--- src/rtl/tdm_pkg.sv ---
// Shared definitions for the 4-slot TDM transmitter.
//   NCH  : time slots per frame
//   SELW : slot-index width
//   tdm_state_e : transmitter FSM state encoding
package tdm_pkg;

  localparam int NCH  = 4;
  localparam int SELW = $clog2(NCH);

  typedef enum logic [1:0] {
    IDLE = 2'b00,
    SEND = 2'b01,
    HOLD = 2'b10
  } tdm_state_e;

endpackage

--- src/rtl/tdm_mux4_tx_if.sv ---
// Signal bundle between a TDM transmitter and its controller.
//   En, start, cont, din : controller -> transmitter
//   d, s, valid          : serialized slot toward the demux
//   busy, done           : frame status
// modport master: controller side; modport slave: transmitter side.
interface tdm_mux4_tx_if #(
  parameter int NCH  = tdm_pkg::NCH,
  parameter int SELW = tdm_pkg::SELW
);

  logic            En;
  logic            start;
  logic            cont;
  logic [NCH-1:0]  din;
  logic            d;
  logic [SELW-1:0] s;
  logic            valid;
  logic            busy;
  logic            done;

  modport master (
    output En, start, cont, din,
    input  d, s, valid, busy, done
  );

  modport slave (
    input  En, start, cont, din,
    output d, s, valid, busy, done
  );

endinterface

--- src/rtl/tdm_slot_counter.sv ---
// Slot counter for the TDM transmitter.
//   clk, rst : clock, async active-high reset
//   clr      : force count to 0 (has priority over inc)
//   inc      : advance by one slot; saturates at NCH-1 so a frame never wraps
//   cnt      : current slot index
//   last     : cnt is the final slot of the frame
module tdm_slot_counter #(
  parameter int NCH  = tdm_pkg::NCH,
  parameter int SELW = tdm_pkg::SELW
) (
  input  logic            clk,
  input  logic            rst,
  input  logic            clr,
  input  logic            inc,
  output logic [SELW-1:0] cnt,
  output logic            last
);

  localparam logic [SELW-1:0] LAST_IDX = SELW'(NCH - 1);

  always_ff @(posedge clk or posedge rst) begin
    if (rst) begin
      cnt <= '0;
    end else if (clr) begin
      cnt <= '0;
    end else if (inc && !last) begin
      cnt <= cnt + SELW'(1);
    end
  end

  assign last = (cnt == LAST_IDX);

endmodule

--- src/rtl/tdm_mux4_tx.sv ---
// 4-slot TDM transmitter: latches din into a shadow register on a frame
// request and serializes it one slot per enabled cycle as (s, d, valid).
//   clk, rst : clock, async active-high reset
//   bus      : tdm_mux4_tx_if.slave (En, start, cont, din in;
//              d, s, valid, busy, done out)
//
// A slot is on the wire whenever the FSM is in SEND. An enabled edge while
// busy consumes the slot on the wire; a disabled edge parks in HOLD with the
// last-sent slot still shown (valid=0), and the next enabled edge moves on
// to the following slot, so nothing is skipped or repeated. done marks the
// cycle the final slot is on the wire, which keeps it inside busy.
module tdm_mux4_tx #(
  parameter int NCH  = tdm_pkg::NCH,
  parameter int SELW = tdm_pkg::SELW
) (
  input  logic         clk,
  input  logic         rst,
  tdm_mux4_tx_if.slave bus
);

  import tdm_pkg::*;

  tdm_state_e      state_q;
  tdm_state_e      state_d;
  logic [NCH-1:0]  shadow_q;
  logic            load;
  logic            cnt_clr;
  logic            cnt_inc;
  logic [SELW-1:0] cnt;
  logic            last;
  logic            active;

  tdm_slot_counter #(
    .NCH  (NCH),
    .SELW (SELW)
  ) u_slot_counter (
    .clk  (clk),
    .rst  (rst),
    .clr  (cnt_clr),
    .inc  (cnt_inc),
    .cnt  (cnt),
    .last (last)
  );

  always_ff @(posedge clk or posedge rst) begin
    if (rst) begin
      state_q  <= IDLE;
      shadow_q <= '0;
    end else begin
      state_q <= state_d;
      if (load) begin
        shadow_q <= bus.din;
      end
    end
  end

  always_comb begin
    state_d = state_q;
    load    = 1'b0;
    cnt_clr = 1'b0;
    cnt_inc = 1'b0;
    unique case (state_q)
      IDLE: begin
        if (bus.start && bus.En) begin
          load    = 1'b1;
          cnt_clr = 1'b1;
          state_d = SEND;
        end
      end
      SEND, HOLD: begin
        if (!bus.En) begin
          state_d = HOLD;
        end else if (!last) begin
          cnt_inc = 1'b1;
          state_d = SEND;
        end else if (bus.cont) begin
          // back-to-back frame: reload without a gap cycle
          load    = 1'b1;
          cnt_clr = 1'b1;
          state_d = SEND;
        end else begin
          cnt_clr = 1'b1;
          state_d = IDLE;
        end
      end
      default: begin
        cnt_clr = 1'b1;
        state_d = IDLE;
      end
    endcase
  end

  // Outputs decode registered state only, so reset clears them at once.
  assign active    = (state_q == SEND) || (state_q == HOLD);
  assign bus.busy  = active;
  assign bus.valid = (state_q == SEND);
  assign bus.s     = active ? cnt : '0;
  assign bus.d     = active & shadow_q[cnt];
  assign bus.done  = (state_q == SEND) && last;

endmodule

--- src/flat_wrapper.sv ---
// flat-port wrapper written by rule: the top's interface ports become plain ports
module tdm_mux4_tx_flat import tdm_pkg::*;
#(
  parameter int NCH  = tdm_pkg::NCH,
  parameter int SELW = tdm_pkg::SELW
)
  (clk, rst, bus_En, bus_start, bus_cont, bus_din, bus_d, bus_s, bus_valid, bus_busy, bus_done);
  tdm_mux4_tx_if #(.NCH(NCH), .SELW(SELW)) bus_i ();
  input  logic clk;
  input  logic rst;
  input wire logic [$bits(bus_i.En)-1:0] bus_En;
  input wire logic [$bits(bus_i.start)-1:0] bus_start;
  input wire logic [$bits(bus_i.cont)-1:0] bus_cont;
  input wire logic [$bits(bus_i.din)-1:0] bus_din;
  output wire logic [$bits(bus_i.d)-1:0] bus_d;
  output wire logic [$bits(bus_i.s)-1:0] bus_s;
  output wire logic [$bits(bus_i.valid)-1:0] bus_valid;
  output wire logic [$bits(bus_i.busy)-1:0] bus_busy;
  output wire logic [$bits(bus_i.done)-1:0] bus_done;
  assign bus_i.En = bus_En;
  assign bus_i.start = bus_start;
  assign bus_i.cont = bus_cont;
  assign bus_i.din = bus_din;
  assign bus_d = bus_i.d;
  assign bus_s = bus_i.s;
  assign bus_valid = bus_i.valid;
  assign bus_busy = bus_i.busy;
  assign bus_done = bus_i.done;
  tdm_mux4_tx #(.NCH(NCH), .SELW(SELW)) u_core (.clk(clk), .rst(rst), .bus(bus_i));
endmodule
--- config.mk ---
export PLATFORM = sky130hd
export DESIGN_NAME = tdm_mux4_tx_flat
export DESIGN_NICKNAME = d
export VERILOG_FILES = /design/src/rtl/tdm_pkg.sv /design/src/rtl/tdm_mux4_tx_if.sv /design/src/rtl/tdm_slot_counter.sv /design/src/rtl/tdm_mux4_tx.sv /design/src/flat_wrapper.sv
export SDC_FILE = /design/constraint.sdc
export NUM_CORES = 1
export LEC_CHECK = 0
export CAP_MARGIN = 20
export CORE_MARGIN = 1.5
export CORE_UTILIZATION = 40
export CTS_BUF_LIST = sky130_fd_sc_hd__clkbuf_8
export CTS_CLUSTER_SIZE = 30
export DETAILED_ROUTE_END_ITERATION = 7
export PLACE_DENSITY = 0.71
export SLEW_MARGIN = 0
export SYNTH_ARGS = -nofsm -noshare
export SYNTH_HDL_FRONTEND = slang
export SYNTH_HIERARCHICAL = 1
export SYNTH_SLANG_ARGS = --single-unit
--- constraint.sdc ---
create_clock -name clk -period 1.9 [get_ports clk]
set_input_delay 0.38 -clock clk [delete_from_list [all_inputs] [get_ports clk]]
set_output_delay 0.38 -clock clk [all_outputs]
set_load 0.05 [all_outputs]
Word-level counts from Yosys, hierarchy flattened. Index checks and enable logic that the tools add are counted.

Mux-type cells: 21. $add $sub $neg: 1. Bitwise operators: 1. Eq/ne operators: 4. Order comparisons: 1. Reductions and logical operators: 8.

Operators by type and width (number): $mux 2 (6); $mux 1 (11); $eq 2x2->1 const B (2); $pmux 1 s2 (2); $pmux 2 s2 (1); $logic_and 1x1->1 (3); $lt 2x3->1 const B (1); $add 2x1->2 const B (1); $bmux 1 s2 (1); $eq 2x1->1 const B (1); $logic_not 2->1 (1); $ne 2x1->1 const B (1); $reduce_bool 2->1 (1); $reduce_or 2->1 (1); $and 1x1->1 (1); $logic_not 1->1 (1); $logic_or 1x1->1 (1).

Input port bits: 9. Register bits after elaboration: 8. Output and inout bits: 6.

Logic depth before layout (Yosys ltp). Gate-level depths: netlist (run 1).

Depth in word-level cells: 7. Depth in mapped cells: 6.

Hierarchy. The synthesis (run 1) kept the hierarchy.

By module, submodules not included: tdm_mux4_tx (area an instance 399.1 sq um, seq. area each 150.1 sq um, times used 1, cells an instance 37); tdm_slot_counter (area an instance 127.6 sq um, seq. area each 50.0 sq um, times used 1, cells an instance 11).

Least setup slack after synthesis (run 1). Ideal clock, no wire load.

Path kind: register to register. From: register u_core.state_q[0]. To: register u_core.shadow_q[0]. Setup time: 0.125 ns. Data arrival time: 1.823 ns. Buffers on the path: 0. Setup slack: -0.048 ns. Clock period less this slack: 1.948 ns. Required time: 1.775 ns. Cell stages (with the launch flop): 6. Path through: dfrtp_1 -> inv_1 -> ha_1 -> a32oi_1 -> nor3_4 -> mux2_2.

Word-level cells in the longest chain between the ends: 3. Elaborated cells on any way between the ends: 5.

RTL lines: from (decl) (RTL line tdm_mux4_tx.sv:23) `tdm_state_e state_q;`; from (signal assigned) (RTL line tdm_mux4_tx.sv:50) `state_q <= state_d;`; $eq 2x1->1 or $eq 2x2->1 (tied branches) (RTL line tdm_mux4_tx.sv:62) `unique case (state_q)`; $reduce_or 2->1 (RTL line tdm_mux4_tx.sv:62); $pmux 1 s2 (*) (RTL line tdm_mux4_tx.sv:62); to (signal assigned) (RTL line tdm_mux4_tx.sv:52) `shadow_q <= bus.din;`; to (decl) (RTL line tdm_mux4_tx.sv:25) `logic [NCH-1:0] shadow_q;`.

Every way passes the cells marked *; elsewhere a longest branch is shown, timed or not. A chain may end at the register's enable or synchronous reset.

Worst setup path after layout (run 1).
From: register u_core.u_slot_counter.cnt[0]. To: output port bus_d.

Word-level cells in the longest chain between the ends: 3.

RTL lines: from (decl) (RTL line tdm_slot_counter.sv:15) `output logic [SELW-1:0] cnt,`; from (signal assigned) (RTL line tdm_slot_counter.sv:27) `cnt <= cnt + SELW'(1);`; $bmux 1 s2 (RTL line tdm_mux4_tx.sv:98) `assign bus.d = active & shadow_q[cnt];`; $mux 1 (not written as such) (RTL line tdm_mux4_tx.sv:98); $and 1x1->1 (RTL line tdm_mux4_tx.sv:98); to (decl) (RTL line flat_wrapper.sv:15) `output wire logic [$bits(bus_i.d)-1:0] bus_d;`.

Every way passes these cells. The select of a mux whose other input is x is not followed.

==> impl.org, run 1 <==
** Run status
- Status :: completed

** Synth
- Synthesis inferred 8 register bits.
- Mapped Nets :: 61
- Synthesized cell area :: 527 sq um
- Mapped Avg Cell Area :: between 10 and 15 sq um
- After synthesis, the netlist uses 22 different library cells.
- Yosys warnings :: 6
- Post-synthesis cell count :: 48
- Of the synthesized area, sequential elements account for 0.380.

** Floorplan
- The region available for standard cell placement spans ~1200 sq um.
- Count of standard-cell rows :: 12
- Die X-Extent :: between 30 and 40 um
- 15 I/O pins were placed.
- Measured along the y axis, the die boundary spans 39.3 um.
- Effective utilization at floorplan :: 0.450
- Die Footprint :: 1540 sq um

** Drt
- Total detailed-routing wirelength :: between 1000 and 1500 um
- After detailed routing, the number of vias per cell comes to approximately 5.2.
- In this run the remaining antenna-violating nets after routing total 0.
- Number of violations reported at the end of detailed-routing iteration 0 :: 7
- Across all layers, the routed design uses between 400 and 500 vias.
- After detailed routing, the number of remaining DRC violations is 0.
- Initial DRT Pass Iterations :: 4
- Avg WL per Cell :: approximately 13 um

** Clock tree
- Clock transition at the register clock pins on the worst setup and hold paths after CTS :: 0.04 ns
- Insertion delay to the later sink of the worst-skew pair :: approximately 0.23 ns
- Hold repair after CTS inserted 0 buffers.
- CTS built an H-tree with a depth of 1.
- Clock buffers created by TritonCTS :: 3
- Clock tree from TritonCTS :: built
- Number of sinks handled by clock tree synthesis :: 8
- Library cell used as clock root buffer :: sky130_fd_sc_hd__clkbuf_8
- Worst-case clock buffer depth :: 2

** Timing
- Setup violations remaining at the end of the flow were counted as 0.
- The number of hold violations in the final report came to 0.
- Final worst clock skew :: between 0.004 and 0.005 ns
- Worst hold-check slack :: ~0.33 ns
- In the finished design, the share of the clock period the worst path needs comes to 0.971.
- Maximum clock frequency :: 0.542 GHz
- Tightest slew margin relative to the limit :: 0.783
- Post-layout min period :: 1.84 ns
- At the pin with the least slew margin, the transition time is between 0.3 and 0.4 ns.
- Total negative slack for setup checks :: 0 ns
- Max-slew violation total from the final report :: 0
- Setup repair after global routing left no endpoint under its margin.

** Final layout
- Net count of the finished layout :: 81
- Area Overhead vs Synth :: 51.3%
- Number of standard cells in the final layout excluding fillers :: 80
- In the final layout, the share of cells above drive strength 1 is 0.333.
- 0 antenna diodes ended up in the layout.

** Critical path
- In this run the critical register-to-register path is captured at u_core/shadow_q[1]$_DFFE_PP0P_.
- In this run the register-to-register setup slack is between 0.15 and 0.2 ns.
- The startpoint identified for the worst register-to-register timing path is u_core/u_slot_counter/cnt[0]$_DFFE_PP0P_.
- Critical path endpoint :: bus_d
- At the worst endpoint, the arrival time is between 1 and 1.5 ns.
- The most critical setup path has its startpoint at u_core/u_slot_counter/cnt[0]$_DFFE_PP0P_.
- STA classifies the critical path startpoint as a register.
- Data required time at the worst endpoint :: about 1.5 ns
- Largest driver fanout on the critical path :: 2
- The critical path is of the register to output pin type.
- The number of cells on the worst reg-to-reg path is 5.
- The worst setup path is captured at an output pin.

** Placed design
- Post-detailed-placement half-perimeter wirelength :: just under 800 um
- Total instance count after detailed placement :: 76
- During placement, the flow inserted port buffers numbering 14.
- At the end of routability-driven placement, the weighted congestion stood at approximately 0.7.

** Hold path
- Path category of the worst min-delay check :: input pin to async pin

** Global routing
- The first global-routing pass estimated around 1900 um of wire.
- Entering global routing, the biggest net connects 9 pins.
- Vias in the first global route :: 420
- In the global route stage, overall resource usage came out at 0.197.
- For this run the aggregate overflow at the end of global routing stands at 0.
- Antenna violations before repair :: 0

** Run
- Across the run, the number of max-cap violations was 0.

** Pwr
- Across the VDD grid, the largest voltage drop is roughly 900 uV.
- Ratio of total power to cell area :: approximately 1900 nW/um^2
- The analysis attributes to cell leakage a power of between 0.3 and 0.4 nW.
-- kinds of logic after synthesis --
family                   count (synthesis)  share of synthesized area
AO/OA/AOI/OAI                            7                     0.0950
adder cells (fa/ha/maj)                  4                     0.0950
buffers and inverters                    5                     0.0356
flip-flops                               8                      0.380
multiplexers                             6                      0.157
AND/OR/NAND/NOR                         18                      0.238
-- through the flow --
stage	area [sq um]	setup slack, ns	utilization	power, mW
after global routing	797	0.0195	0.681	1.64
after CTS	783	0.0227	0.669	1.48
final	797	0.0551	0.681	1.52
after floorplan	529	0.107	-	0.920
after detailed placement	734	0.0765	0.627	1.26
after global placement	734	0.101	0.627	1.25
-- routing by layer --
layer  vias up  part of all wire  wire, um  global-route usage
met4         0            0.0078         8               0.103
met5         -                 0         0                   0
met3         2             0.070        72              0.0909
met2        17              0.47       482               0.296
met1       193              0.45       462               0.232
li1        205                 -         -                   -
-- synth_stat cells --
library cell,instances,area [sq um]
sky130_fd_sc_hd__nor2b_1,2,12.5
sky130_fd_sc_hd__and2_2,3,22.5
sky130_fd_sc_hd__a21o_1,1,7.51
sky130_fd_sc_hd__nand4bb_1,1,11.3
sky130_fd_sc_hd__nand2_1,2,7.51
sky130_fd_sc_hd__and2_1,1,6.26
sky130_fd_sc_hd__nor2b_4,1,13.8
sky130_fd_sc_hd__ha_1,4,50.1
sky130_fd_sc_hd__o21ai_0,2,10.0
sky130_fd_sc_hd__dfrtp_1,8,200
sky130_fd_sc_hd__a32oi_1,1,8.76
sky130_fd_sc_hd__mux4_2,1,22.5
sky130_fd_sc_hd__nor2_1,2,7.51
sky130_fd_sc_hd__nor3_4,1,16.3
sky130_fd_sc_hd__nand3_1,3,15.0
sky130_fd_sc_hd__mux2_4,1,15.0
sky130_fd_sc_hd__a22oi_1,1,7.51
sky130_fd_sc_hd__inv_1,5,18.8
sky130_fd_sc_hd__o41ai_1,1,8.76
sky130_fd_sc_hd__mux2_2,4,45.0
sky130_fd_sc_hd__nand2b_1,2,12.5
sky130_fd_sc_hd__o21bai_1,1,7.51
-- critical path, stage by stage, from the launching register on --
cell and delay [ns]:
sky130_fd_sc_hd__dfrtp_1 0.37, sky130_fd_sc_hd__mux4_2 0.51, sky130_fd_sc_hd__and2_2 0.21, sky130_fd_sc_hd__buf_6 0.15
-- final cells by class --
class / instances / area (sq um)
well taps: 14 / 17.5
clock buffers: 3 / 41.3
repair buffers: 15 / 199
fillers: 88 / 374
flip-flops and latches: 8 / 200
inverters: 5 / 18.8
multi-input cells: 35 / 320
-- power by group --
| group | internal [mW] | switching (mW) |
|---|---|---|
| Combinational | 0.508 | 0.497 |
| Sequential | 0.254 | 0.0571 |
| Clock | 0.137 | 0.0640 |
| Total | 0.900 | 0.618 |
-- cell usage in the layout (no fill, tap or decap), drive strengths merged --
cell type / synthesis / routed
a21o: 1 / 1
nor2b: 3 / 3
nor3: 1 / 1
nand4bb: 1 / 1
and2: 4 / 4
a22oi: 1 / 1
nor2: 2 / 2
mux2: 5 / 5
clkdlybuf4s50: 0 / 8
dfrtp: 8 / 8
inv: 5 / 5
o21bai: 1 / 1
a32oi: 1 / 1
o21ai: 2 / 2
mux4: 1 / 1
ha: 4 / 4
nand2: 2 / 2
buf: 0 / 7
nand3: 3 / 3
o41ai: 1 / 1
clkbuf: 0 / 3
nand2b: 2 / 2
-- state kept, by name, indices dropped and copies added (netlist names) --
register                   flops
u_core/u_slot_counter/cnt      2
u_core/shadow_q                4
u_core/state_q                 2
-- timing repair --
| action | 4_1_cts | 5_1_grt |
|---|---|---|
| gates cloned | 0 | 0 |
| setup endpoints to repair | 1 | 3 |
| gates resized for setup | 0 | 2 |
| buffers inserted | 1 | 0 |
| hold endpoints to repair | 0 | 0 |
-- worst min-delay path by stage --
stage / start / depth (start not counted) / end / slack [ns]
2_1_floorplan: rst / 1 / u_core/u_slot_counter/cnt[0]$_DFFE_PP0P_ / 0.12
3_3_place_gp: u_core/shadow_q[2]$_DFFE_PP0P_ / 1 / u_core/shadow_q[2]$_DFFE_PP0P_ / 0.49
3_5_place_dp: u_core/shadow_q[3]$_DFFE_PP0P_ / 1 / u_core/shadow_q[3]$_DFFE_PP0P_ / 0.50
4_1_cts: rst / 2 / u_core/u_slot_counter/cnt[1]$_DFFE_PP0P_ / 0.33
5_1_grt: rst / 2 / u_core/u_slot_counter/cnt[1]$_DFFE_PP0P_ / 0.34
6_report: rst / 2 / u_core/u_slot_counter/cnt[1]$_DFFE_PP0P_ / 0.33
No activity file was read; power rests on OpenSTA's default activity.
==> run 2: changes to the inputs <==
--- a/config.mk
+++ b/config.mk
@@ -11,6 +11,7 @@
 export CTS_BUF_LIST = sky130_fd_sc_hd__clkbuf_8
 export CTS_CLUSTER_SIZE = 30
 export DETAILED_ROUTE_END_ITERATION = 7
+export GPL_ROUTABILITY_DRIVEN = 1
 export PLACE_DENSITY = 0.71
 export SLEW_MARGIN = 0
 export SYNTH_ARGS = -nofsm -noshare
==> results of run 2 <==
Same layout as run 1: the final DEF is identical, and so are final timing and power.
==> run 3: changes to the inputs <==
--- a/config.mk
+++ b/config.mk
@@ -12,7 +12,7 @@
 export CTS_CLUSTER_SIZE = 30
 export DETAILED_ROUTE_END_ITERATION = 7
 export GPL_ROUTABILITY_DRIVEN = 1
-export PLACE_DENSITY = 0.71
+export PLACE_DENSITY = 0.79
 export SLEW_MARGIN = 0
 export SYNTH_ARGS = -nofsm -noshare
 export SYNTH_HDL_FRONTEND = slang
==> impl.org, run 3 (same netlist as run 1, synthesis figures left out) <==
** Global routing
- The via count of the first global-routing pass came to 404 (was 420).
- Grt total ovfl :: 0 (unchanged)
- The pin count of the biggest net entering global routing came to 8 (was 9).
- Antenna violations before repair :: 0 (unchanged)
- The first-pass GRT wire length came to 1640 um (was 1890 um).
- The overall routing resource usage came to 0.164 (was 0.197).

** Timing
- RSZ-0062 raised after global routing: false (unchanged).
- The sum of negative setup slack came to 0 ns (unchanged).
- Tightest slew margin relative to the limit :: 0.801 (was 0.783)
- Post-layout min period :: 1.83 ns (was 1.84 ns)
- Setup violators final :: 0 (unchanged)
- The top achievable clock speed was 0.548 GHz (was 0.542 GHz).
- The slew at the pin closest to its max-slew limit was 0.298 ns (was 0.326 ns).
- The max-slew violation total from the final report was 0 (unchanged).
- The number of hold violations in the final report is 0 (unchanged).
- Final worst clock skew :: 0.00185 ns (was 0.00421 ns)
- The final cycle utilization of the critical path was 0.961 (was 0.971).

** Pwr
- The maximum ir drop on the vdd rail was 1120 uV (was 890 uV).
- The leakage power total is 0.354 nW (was 0.350 nW).
- The power density normalized to cell area is 1880 nW/um^2 (was 1900 nW/um^2).
- The total design power was 1.50 mW (was 1.52 mW).

** Critical path
- The kind of start point of the critical path is a register (unchanged).
- Worst setup EP type :: output pin (unchanged)
- The start-to-end type of the worst setup path is register to output pin (unchanged).
- The data arrival at the endpoint of the critical path is 1.45 ns (was 1.46 ns).
- Data required time at the worst endpoint :: 1.52 ns (about the same)
- The largest fanout of any net on the critical path came to 2 (unchanged).

** Final layout
- Most common library cell in the layout ignoring fill and taps :: sky130_fd_sc_hd__clkdlybuf4s50_1
- Largest registers: u_core/shadow_q: 4 flops, u_core/state_q: 2 flops, u_core/u_slot_counter/cnt: 2 flops (unchanged).
- Count of inserted antenna diode cells :: 0 (unchanged)
- Net count of the finished layout :: 83 (was 81)
- The number of flip-flops under the largest register name was 4 (unchanged).
- The proportion of layout cells with a drive suffix above 1 came to 0.368 (was 0.333).
- Most frequent cells in the layout: sky130_fd_sc_hd__clkdlybuf4s50_1, sky130_fd_sc_hd__dfrtp_1, sky130_fd_sc_hd__buf_4, sky130_fd_sc_hd__inv_1 (was sky130_fd_sc_hd__clkdlybuf4s50_1, sky130_fd_sc_hd__dfrtp_1, sky130_fd_sc_hd__buf_12, sky130_fd_sc_hd__inv_1, sky130_fd_sc_hd__mux2_2).
- Top reg by flops :: u_core/shadow_q (unchanged)
- Area Overhead vs Synth :: 51.3% (unchanged)

** Drt
- The met2 routed wirelength is 491 um (was 482 um).
- The top layer reached by signal wires is met4 (unchanged).
- Remaining antenna violation count :: 0 (unchanged)
- Detailed-route vias per instance :: 5.17 (was 5.21)
- Wire length on met3 :: 56 um (was 72 um)
- Initial DRT Pass Iterations :: 4 (unchanged)
- The DRC marker count from the first detailed-route iteration came to 1 (was 7).
- Number of remaining DRC errors :: 0 (unchanged)
- Total detailed-routing wirelength :: 966 um (was 1030 um)
- Wire length on met1 :: 398 um (was 462 um)
- Avg WL per Cell :: 11.8 um (was 12.8 um)
- The total number of vias is 424 (was 417).

** Clock tree
- Number of sinks handled by clock tree synthesis :: 8 (unchanged)
- Library cell used as clock root buffer :: sky130_fd_sc_hd__clkbuf_8 (unchanged)
- Clock tree from TritonCTS :: built (unchanged)
- Number of levels in the clock H-tree :: 1 (unchanged)
- The CTS buffer count is 3 (unchanged).
- Insertion delay to the later sink of the worst-skew pair :: 0.22 ns (was 0.23 ns)
- Worst-case clock buffer depth :: 2 (unchanged)
- Clock transition at the register clock pins on the worst setup and hold paths after CTS :: 0.04 ns (about the same)

** Placed design
- The count of input and output buffers came to 14 (unchanged).
- The last weighted congestion value of the routability-driven placer is 0.733 (was 0.715).
- Post-detailed-placement half-perimeter wirelength :: 778 um (was 776 um)

** Floorplan
- Die span in y :: 39.3 um (unchanged)
- The area of the die came to 1540 sq um (unchanged).
- The width of the die is 39.3 um (unchanged).
- The placeable core area came to 1170 sq um (unchanged).
- Count of pins on the block boundary :: 15 (unchanged)
- The cell row count was 12 (unchanged).
- The initial core utilization came to 0.450 (unchanged).

** Hold path
- Path category of the worst min-delay check :: input pin to async pin (unchanged)

** Run
- MaxCap Viol Count :: 0 (unchanged)

** Run status
- Status :: completed (unchanged)
-- run 3: changes by cell type in the layout (fill, tap and decap cells not counted) --
cell | previous run | this run
sky130_fd_sc_hd__buf_12 | 5 | 4
sky130_fd_sc_hd__buf_4 | 1 | 5
sky130_fd_sc_hd__dfrtp_2 | 0 | 1
sky130_fd_sc_hd__buf_6 | 1 | 0
sky130_fd_sc_hd__dfrtp_1 | 8 | 7
-- run 3: timing repair --
item / 4_1_cts / 5_1_grt
hold buffers: 0 / 0
endpoints found under the setup margin: 1 / 1
gates resized for setup: 2 / 0
setup buffers: 0 / 2
-- run 3: area by class of cell --
class	instances	area, sq um
clock buffer	3	41.3
timing repair buffer	17	198
multi-input combinational	35	320
inverter	5	18.8
sequential	8	201
fill	94	374
tap	14	17.5
-- run 3: path summary, 6_finish.rpt --
| check | startpoint | endpoint | slack, ns | cells past startpoint |
|---|---|---|---|---|
| min in group clk | u_core/shadow_q[1]$_DFFE_PP0P_ | u_core/shadow_q[1]$_DFFE_PP0P_ | 0.50 | 1 |
| worst min-delay path | rst | u_core/u_slot_counter/cnt[1]$_DFFE_PP0P_ | 0.34 | 2 |
| max in group asynchronous | rst | u_core/shadow_q[2]$_DFFE_PP0P_ | 1.30 | 2 |
| worst max register to register | u_core/u_slot_counter/cnt[0]$_DFFE_PP0P_ | u_core/shadow_q[3]$_DFFE_PP0P_ | 0.17 | 5 |
| worst max-delay path | u_core/u_slot_counter/cnt[0]$_DFFE_PP0P_ | bus_d | 0.07 | 3 |
| worst min register to register | u_core/shadow_q[1]$_DFFE_PP0P_ | u_core/shadow_q[1]$_DFFE_PP0P_ | 0.50 | 1 |
-- run 3: stage by stage --
step / setup slack, ns / cell area [sq um] / hold WS, ns / util / cells
floorplan: 0.107 / 529 / 0.121 / - / 48
global placement: 0.0994 / 729 / 0.486 / 0.623 / 77
detailed placement: 0.0563 / 729 / 0.494 / 0.623 / 77
CTS: 0.00980 / 782 / 0.337 / 0.668 / 80
global route: 0.0145 / 797 / 0.359 / 0.681 / 82
finish: 0.0745 / 797 / 0.344 / 0.681 / 82
-- run 3: power by group --
part           internal, mW  total (mW)  switching (mW)  leakage, nW
Clock                 0.136       0.194          0.0578       0.0216
Sequential            0.256       0.307          0.0507       0.0978
Combinational         0.501       0.999           0.498        0.235
Total                 0.893        1.50           0.607        0.354
-- run 3: critical path: stages (launching register included) --
cell                      delay, ns
sky130_fd_sc_hd__dfrtp_2       0.36
sky130_fd_sc_hd__mux4_2        0.48
sky130_fd_sc_hd__and2_2        0.20
sky130_fd_sc_hd__buf_4         0.18
-- run 3: per-layer routing --
metal / up-vias / track usage
li1: 211 / -
met1: 197 / 0.191
met2: 14 / 0.271
met3: 2 / 0.0170
met4: 0 / 0.129
met5: - / 0
